<file path="src/rtl/seg_scan_driver_if.sv">
`timescale 1ns/1ps
// -----------------------------------------------------------------------------
// seg_scan_driver_if
//
// Frame-buffer load port between the pattern/animation controller (master)
// and the seven-segment scan driver (slave).
//
// Handshake: there is no ready signal. The slave accepts a write on every
// cycle in which wr_en is high, and it registers a commit request on every
// cycle in which commit is high. The master therefore never stalls and may
// issue back-to-back writes.
//
// Signals:
//   wr_en    write strobe for the shadow frame buffer
//   wr_addr  digit index, 0 = leftmost, 3 = rightmost
//   wr_data  segment pattern, bit7..0 = a,b,c,d,e,f,g,dp, 1 = lit
//   commit   single-cycle request to publish the shadow buffer
// -----------------------------------------------------------------------------
interface seg_scan_driver_if;
    logic       wr_en;
    logic [1:0] wr_addr;
    logic [7:0] wr_data;
    logic       commit;

    modport master (
        output wr_en,
        output wr_addr,
        output wr_data,
        output commit
    );

    modport slave (
        input wr_en,
        input wr_addr,
        input wr_data,
        input commit
    );
endinterface

</file>
<file path="src/rtl/seg_scan_driver.sv">
`timescale 1ns/1ps
// -----------------------------------------------------------------------------
// seg_scan_driver
//
// Time-multiplexed scan driver for a 4-digit common-anode seven-segment
// display. A shadow frame buffer is written through wr_bus and copied into
// the active buffer in one step at the frame boundary following a commit.
// Each digit slot starts with BLANK_CYC clocks of all-digits-off to suppress
// ghosting, then drives the digit gated by a free-running 16-step PWM.
//
// Parameters:
//   SCAN_DIV   clocks per digit slot (>= BLANK_CYC + 16)
//   BLANK_CYC  blanking clocks at the start of each slot (>= 1)
//
// Ports:
//   clk             system clock
//   reset           synchronous, active-high reset
//   wr_bus          slave side of the frame-buffer load port
//   brightness      PWM level, 0 = dark, 15 = full on
//   an              digit enables, active-low (one-hot-low or all ones)
//   seg             segment drive, active-high, same bit order as wr_data
//   commit_pending  high from the cycle after commit until the swap completes
//   frame_start     one-cycle pulse on the first output cycle of a digit-0 slot
// -----------------------------------------------------------------------------
module seg_scan_driver #(
    parameter int SCAN_DIV  = 50000,
    parameter int BLANK_CYC = 500
) (
    input  logic                     clk,
    input  logic                     reset,
    seg_scan_driver_if.slave         wr_bus,
    input  logic [3:0]               brightness,
    output logic [3:0]               an,
    output logic [7:0]               seg,
    output logic                     commit_pending,
    output logic                     frame_start
);

    localparam int SW = (SCAN_DIV > 1) ? $clog2(SCAN_DIV) : 1;
    localparam logic [SW-1:0] SLOT_LAST = SW'(SCAN_DIV - 1);
    localparam logic [SW-1:0] BLANK_END = SW'(BLANK_CYC);

    // Scan counters
    logic [SW-1:0] slot_q, slot_d;
    logic [1:0]    digit_q, digit_d;
    logic [3:0]    pwm_q, pwm_d;

    // Frame buffers and commit state
    logic [7:0]    shadow_q [4];
    logic [7:0]    shadow_d [4];
    logic [7:0]    active_q [4];
    logic [7:0]    active_d [4];
    logic          pending_q, pending_d;

    // Registered outputs
    logic [3:0]    an_q, an_d;
    logic [7:0]    seg_q, seg_d;
    logic          fs_q, fs_d;

    logic          slot_wrap;
    logic          swap;
    logic          blanking;
    logic          lit;

    // -------------------------------------------------------------------------
    // State register
    // -------------------------------------------------------------------------
    always_ff @(posedge clk) begin
        if (reset) begin
            slot_q    <= '0;
            digit_q   <= '0;
            pwm_q     <= '0;
            shadow_q  <= '{default: '0};
            active_q  <= '{default: '0};
            pending_q <= 1'b0;
            an_q      <= 4'hF;
            seg_q     <= '0;
            fs_q      <= 1'b0;
        end else begin
            slot_q    <= slot_d;
            digit_q   <= digit_d;
            pwm_q     <= pwm_d;
            shadow_q  <= shadow_d;
            active_q  <= active_d;
            pending_q <= pending_d;
            an_q      <= an_d;
            seg_q     <= seg_d;
            fs_q      <= fs_d;
        end
    end

    // -------------------------------------------------------------------------
    // Next-state logic: counters, buffers, commit tracking
    // -------------------------------------------------------------------------
    always_comb begin
        slot_wrap = (slot_q == SLOT_LAST);
        // Last cycle of the digit-3 slot: the only point where the active
        // buffer may change, so a frame is never shown half old, half new.
        swap      = slot_wrap && (digit_q == 2'd3);

        slot_d    = slot_wrap ? '0 : slot_q + 1'b1;
        digit_d   = slot_wrap ? digit_q + 2'd1 : digit_q;
        pwm_d     = pwm_q + 4'd1;

        // The swap copies pre-edge shadow contents, so a write landing in the
        // swap cycle only reaches the shadow and waits for the next commit.
        active_d = active_q;
        if (swap && pending_q) begin
            active_d = shadow_q;
        end

        shadow_d = shadow_q;
        if (wr_bus.wr_en) begin
            shadow_d[wr_bus.wr_addr] = wr_bus.wr_data;
        end

        // A commit arriving in the swap cycle overrides the clear, leaving the
        // request armed for the following boundary.
        pending_d = pending_q;
        if (swap) begin
            pending_d = 1'b0;
        end
        if (wr_bus.commit) begin
            pending_d = 1'b1;
        end
    end

    // -------------------------------------------------------------------------
    // Output logic: decoded from the current counter state, registered above
    // -------------------------------------------------------------------------
    always_comb begin
        blanking = (slot_q < BLANK_END);
        lit      = (brightness == 4'hF) || (pwm_q < brightness);

        an_d  = 4'hF;
        seg_d = '0;
        if (!blanking && lit) begin
            // Digit 0 is the leftmost position, driven by an[3].
            an_d[2'd3 - digit_q] = 1'b0;
            seg_d                = active_q[digit_q];
        end

        fs_d = (slot_q == '0) && (digit_q == 2'd0);
    end

    assign an             = an_q;
    assign seg            = seg_q;
    assign commit_pending = pending_q;
    assign frame_start    = fs_q;

endmodule

</file>
<file path="src/flat_wrapper.sv">
// flat-port wrapper written by rule: the top's interface ports become plain ports
module seg_scan_driver_flat 
#(
    parameter int SCAN_DIV  = 50000,
    parameter int BLANK_CYC = 500
)
  (clk, reset, brightness, an, seg, commit_pending, frame_start, wr_bus_wr_en, wr_bus_wr_addr, wr_bus_wr_data, wr_bus_commit);
  seg_scan_driver_if wr_bus_i ();
  input  logic clk;
  input  logic reset;
  input  logic [3:0] brightness;
  output logic [3:0] an;
  output logic [7:0] seg;
  output logic commit_pending;
  output logic frame_start;
  input wire logic [$bits(wr_bus_i.wr_en)-1:0] wr_bus_wr_en;
  input wire logic [$bits(wr_bus_i.wr_addr)-1:0] wr_bus_wr_addr;
  input wire logic [$bits(wr_bus_i.wr_data)-1:0] wr_bus_wr_data;
  input wire logic [$bits(wr_bus_i.commit)-1:0] wr_bus_commit;
  assign wr_bus_i.wr_en = wr_bus_wr_en;
  assign wr_bus_i.wr_addr = wr_bus_wr_addr;
  assign wr_bus_i.wr_data = wr_bus_wr_data;
  assign wr_bus_i.commit = wr_bus_commit;
  seg_scan_driver #(.SCAN_DIV(SCAN_DIV), .BLANK_CYC(BLANK_CYC)) u_core (.clk(clk), .reset(reset), .wr_bus(wr_bus_i), .brightness(brightness), .an(an), .seg(seg), .commit_pending(commit_pending), .frame_start(frame_start));
endmodule
</file>
<file path="config.mk">
export PLATFORM = sky130hd
export DESIGN_NAME = seg_scan_driver_flat
export DESIGN_NICKNAME = d
export VERILOG_FILES = /design/src/rtl/seg_scan_driver_if.sv /design/src/rtl/seg_scan_driver.sv /design/src/flat_wrapper.sv
export SDC_FILE = /design/constraint.sdc
export NUM_CORES = 1
export LEC_CHECK = 0
export ABC_AREA = 1
export CORE_MARGIN = 4
export CORE_UTILIZATION = 39
export CTS_CLUSTER_DIAMETER = 100
export DETAILED_ROUTE_END_ITERATION = 10
export GPL_TIMING_DRIVEN = 0
export SYNTH_ARGS = -nofsm -noshare
export SYNTH_HDL_FRONTEND = slang
export SYNTH_SLANG_ARGS = --single-unit
</file>
<file path="constraint.sdc">
create_clock -name clk -period 2.1 [get_ports clk]
set_input_delay 0.63 -clock clk [delete_from_list [all_inputs] [get_ports clk]]
set_output_delay 0.63 -clock clk [all_outputs]
set_load 0.02 [all_outputs]
</file>
# Word-level counts from Yosys, hierarchy flattened
# Index checks and enable logic that the tools add are counted.
# totals
reg_bits	100
input_bits	18
out_inout_bits	14
word_cells	56
# classes
n_addsub	4
order_cmp	7
n_eq_ne	3
mux	10
bitwise_logic	4
reduce_logical	13
# op_table
operator	n
bitwise mux 32 bit	1
two-way mux 8 bit	3
adder 16 x 1 -> 16 bit (second input constant)	1
binary-select mux 8 bit (select 2 bit)	1
demux 8 bit (select 2 bit)	1
equality test 16 bit (second input constant)	1
zero test 16 bit	1
< comparator 16 x 9 -> 1 bit (second input constant)	1
greater-or-equal comparator 3 bit (second input constant)	2
logical AND 1 bit	6
NOT 2 -> 3 bit	2
adder 4 x 1 -> 4 bit (second input constant)	1
equality test 4 bit (second input constant)	1
< comparator 4 bit	1
NOT 4 bit	1
OR reduction 2 bit	2
< comparator 2 x 3 -> 1 bit (second input constant)	1
< comparator 3 x 1 -> 1 bit (second input constant)	1
two-way mux 1 bit	3
adder 2 x 1 -> 2 bit (second input constant)	1
demux 1 bit (select 2 bit)	1
equality test 2 bit (second input constant)	1
greater-or-equal comparator 2 x 1 -> 1 bit (second input constant)	1
zero test 2 bit	1
other kinds (5)	5

# Longest topological paths before layout
# depth
ltp_word	6
depth_mapped	9
depth_no_buf	9

# Worst setup path after synthesis
# Ideal clock, no wire load.
# synth_timing
path_kind	input to register
startpoint	input port brightness[1]
endpoint	register u_core.seg_q[0], in the netlist u_core.seg[0]
setup_time_ns	0.065
arrival_time_ns	1.453
required_ns	2.035
path_slack_ns	0.582
path_stages	9
path_buffers	0
path_cell_list	inv_1 -> ha_1 -> o21ai_0 -> nand2_1 -> nand3_1 -> nand2_1 -> nand2_1 -> nand2_2 -> nor2_1
# synth_via
elab_chain_cells	5
word_cells_on_any_way	6
cone_classes	order compare: 1; eq/ne: 1; bitwise: 1; reduce/logical: 3
# synth_rtl
item	line	text
start, declared	flat_wrapper.sv:11	input logic [3:0] brightness;
< comparator 4 bit / equality test 4 bit (equally long branches)	seg_scan_driver.sv:133	lit = (brightness == 4'hF) || (pwm_q < brightness);
logical OR 1 bit *	seg_scan_driver.sv:133	
logical AND 1 bit *	seg_scan_driver.sv:137	if (!blanking && lit) begin
NOT 1 bit (no line) *	-	
OR reduction 2 bit (no line) *	-	
end signal, assigned	seg_scan_driver.sv:87	seg_q <= seg_d;
end, declared	seg_scan_driver.sv:57	logic [7:0] seg_q, seg_d;
# Mark *: on every way between the ends. The rest lies on a longest branch, timed or not.
# A chain may end at the register's enable or synchronous reset.

# Worst setup path after layout
# layout_timing
startpoint	register u_core.seg_q[7], in the netlist u_core.seg[7]
endpoint	output port seg[7]
# layout_lines
item	line	text
end, declared	flat_wrapper.sv:13	output logic [7:0] seg;
# No word-level cell between the ends.

==> qor.txt <==
hold buffer count at CTS: 0
Mapped Nets: 620
largest net degree at the start of global routing: 17
share of cells above drive strength 1: 6.10%
Pwr Total: 3.41 mW
hold crit path type: flop to flop
DRT Pass-1 Iters: 5
Max-Slew Margin vs Limit: 63.9%
largest area contributor in the netlist: dfxtp_1
Vias per Instance: 4.69
Max-Cap Viols: 0
CTS resizes: 0
final wirelength: 9900 um
Slew @ Worst Pin: 0.539 ns
status: finished clean
combinational share of power: 5.4%
H-tree Lvls: 3
number of remaining DRC errors: 0
met3 routed WL: 549 um
Psw: 0.804 mW
Seq pwr share: 57.8%
fmax: 0.516 GHz
Critical path buffers and inverters: 1
Mapped Cells: 592
Clock Path Buffers: 2
maximum fanout along the worst path: 1
final std cells w/o fill: 775
Sink Count: 100
All-Layer GR Usage: 16.6%
Starting Density: 40.5%
post-DR wirelength/cell: 12.8 um
CP max-delay cell: clkdlybuf4s50_1
CP endpoint kind: primary output
io pins: 32
wl on met1: 5040 um
initial antenna violation count: 0
Worst EP required: 1.47 ns
Fin. Hold Viols: 0
CTS clk-pin slew, worst paths: 0.09 ns
uppermost layer routed: met4
routed wl met2: 4110 um
Die H: 112 um
synthesis-stage register bit count: 100
# nets final: 662
critical path class: flop to primary output
LEAKAGE: 2.25 nW
1st-iter DRT viols: 204
Inserted Clock Buffers: 9
number of distinct library cells after synthesis: 28
switch share: 23.6%
placed instance area: 0.00471 sq mm
Power Dens Cells: 693 mW/mm^2
unrepaired setup endpoints after global routing: no
CP delay by family, top: buffers and inverters
Die Area: 0.0126 sq mm
synth top area cells: dfxtp_1 (47%), nor2_1 (13%), nand2_1 (9.0%)
CP max stage delay: 0.62 ns
die width: 112 um
Synth top area share: 47.3%
Pins Over Slew Limit: 0
Peak VDD IR: 289 uV
worst-case clock skew: 0.0133 ns
post-DP HPWL: 7360 um
CTS root buf: clkbuf_8
routability cong.: 0.851
Netlist Area Pre-Place: 0.00423 sq mm
placed insts: 759
cell row count: 37
Routed Antenna Nets: 0
clk_lat worst skew: 0.37 ns
internal power: 2.60 mW
final period utilization: 92.3%
final instance area: 0.00492 sq mm
TritonCTS clock tree: done
clock network power share: 36.8%
Vias: 3,636
sequential-to-total area share from yosys stat: 47.3%
Port Buffers: 31
fillcell total: 1,068
Period minus WS final: 1.94 ns
Post-Syn Area per Cell: 7.15 sq um
post-CTS setup buffer count: 0
worst path arrival time: 1.31 ns
Synth warnings: 0
Ant. Diodes: 0
Core ar.: 0.0105 sq mm
CP Cell Sequence: clkdlybuf4s50_1
Layout area overhead: 16.1%
vias in the first global route: 3,425
Critical Path Source Type: flop
first-pass GRT wire length: 16,800 um
grt total ovfl: 0
final setup vio count: 0
cell type report:
class | count | area [sq um] | area share (%)
buffer | 19 | 113 | 2.29
tap | 136 | 170 | 3.46
clock buffer | 11 | 141 | 2.88
multi-input combinational | 393 | 1820 | 37.0
timing repair buffer | 31 | 313 | 6.36
inverter | 80 | 300 | 6.11
sequential | 100 | 2000 | 40.7
clock inverter | 5 | 57.6 | 1.17
logic make-up after synthesis:
family / synth area share, %
AOI/OAI and AO/OA: 10.7
xor gates and xnor gates: 1.66
adders and majority gates: 2.96
buffers and inverters: 9.73
DFF: 47.3
and+or+nand+nor: 27.7
state kept, by name (all words and copies together) (netlist names):
name and cells:
u_core.commit_pending 1, u_core.active_q 32, u_core.an 4, u_core.shadow_q 32
u_core.slot_q 16, u_core.pwm_q 4, u_core.seg 8, u_core.digit_q 2
u_core.frame_start 1
cells in the final DEF, fill, tap and decap left out:
cell,count
clkdlybuf4s50_1,30
nor3b_1,1
nor4_1,1
nand3_1,15
nor2_4,1
xor2_1,5
bufinv_16,1
buf_6,4
nor2_2,1
nand3_2,1
nand3b_1,1
a21oi_2,1
nor3_2,2
nand4_4,1
inv_1,76
o21ai_0,52
clkbuf_1,7
clkbuf_8,10
dfxtp_1,100
clkinv_2,2
a21oi_1,35
dlymetal6s2s_1,1
clkinv_1,2
o21a_1,1
inv_2,2
nand2_2,2
nor2_1,149
nor3_1,5
inv_6,2
ha_1,10
clkbuf_2,1
nand4_1,5
nand2_1,101
xnor2_1,3
buf_2,8
worst paths after layout:
path / end / slack (ns) / depth (start not counted) / from
worst max-delay path: seg[7] / 0.16 / 1 / u_core.seg[7]
worst min-delay path: u_core.shadow_q[7] / 0.46 / 2 / u_core.shadow_q[7]
worst max register to register: u_core.active_q[20] / 0.17 / 7 / u_core.slot_q[0]
worst min register to register: u_core.shadow_q[7] / 0.46 / 2 / u_core.shadow_q[7]
cell usage after synthesis:
cell,n
nor2_1,149
nand2_1,101
dfxtp_1,100
inv_1,76
o21ai_0,52
a21oi_1,35
nand3_1,15
ha_1,10
buf_2,8
clkbuf_1,7
nand4_1,5
nor3_1,5
xor2_1,5
buf_6,4
xnor2_1,3
clkinv_1,2
inv_2,2
nand2_2,2
nor3_2,2
a21oi_2,1
nand3_2,1
nand3b_1,1
nand4_4,1
nor2_2,1
nor2_4,1
nor3b_1,1
nor4_1,1
o21a_1,1
worst reg2reg max path, cell delays in order (launching register included):
cell and delay, ns:
dfxtp_1 0.38, ha_1 0.23, nand3_2 0.15, nor2_2 0.25, nand4_4 0.27, buf_2 0.26, nor2_1 0.22, nor2_1 0.08
through the flow:
stage                     setup slack (ns)  hold slack (ns)  utilization, %  TNS [ns]
final                                0.162            0.459            47.0         0
after global placement              -0.305            0.439            45.0    -12.14
after floorplan                      0.582            0.424               -         0
after detailed placement            -0.355            0.442            45.0    -16.29
after CTS                           0.0323            0.457            47.0         0
after global routing                0.0549            0.480            47.0         0
power by group through the flow:
stage	Sequential, mW	Clock [mW]	Combinational (mW)
4_1_cts	1.97	1.30	0.186
2_1_floorplan	2.01	0	0.0969
5_1_grt	1.98	1.37	0.210
3_3_place_gp	2.01	0	0.181
6_report	1.97	1.25	0.183
3_5_place_dp	2.01	0	0.185
layer usage:
layer,up-vias,GRT usage [%]
li1,1915,-
met1,1616,24.3
met2,89,24.1
met3,16,2.70
met4,0,7.05
met5,-,0
Power figures use the tool's default switching activity.
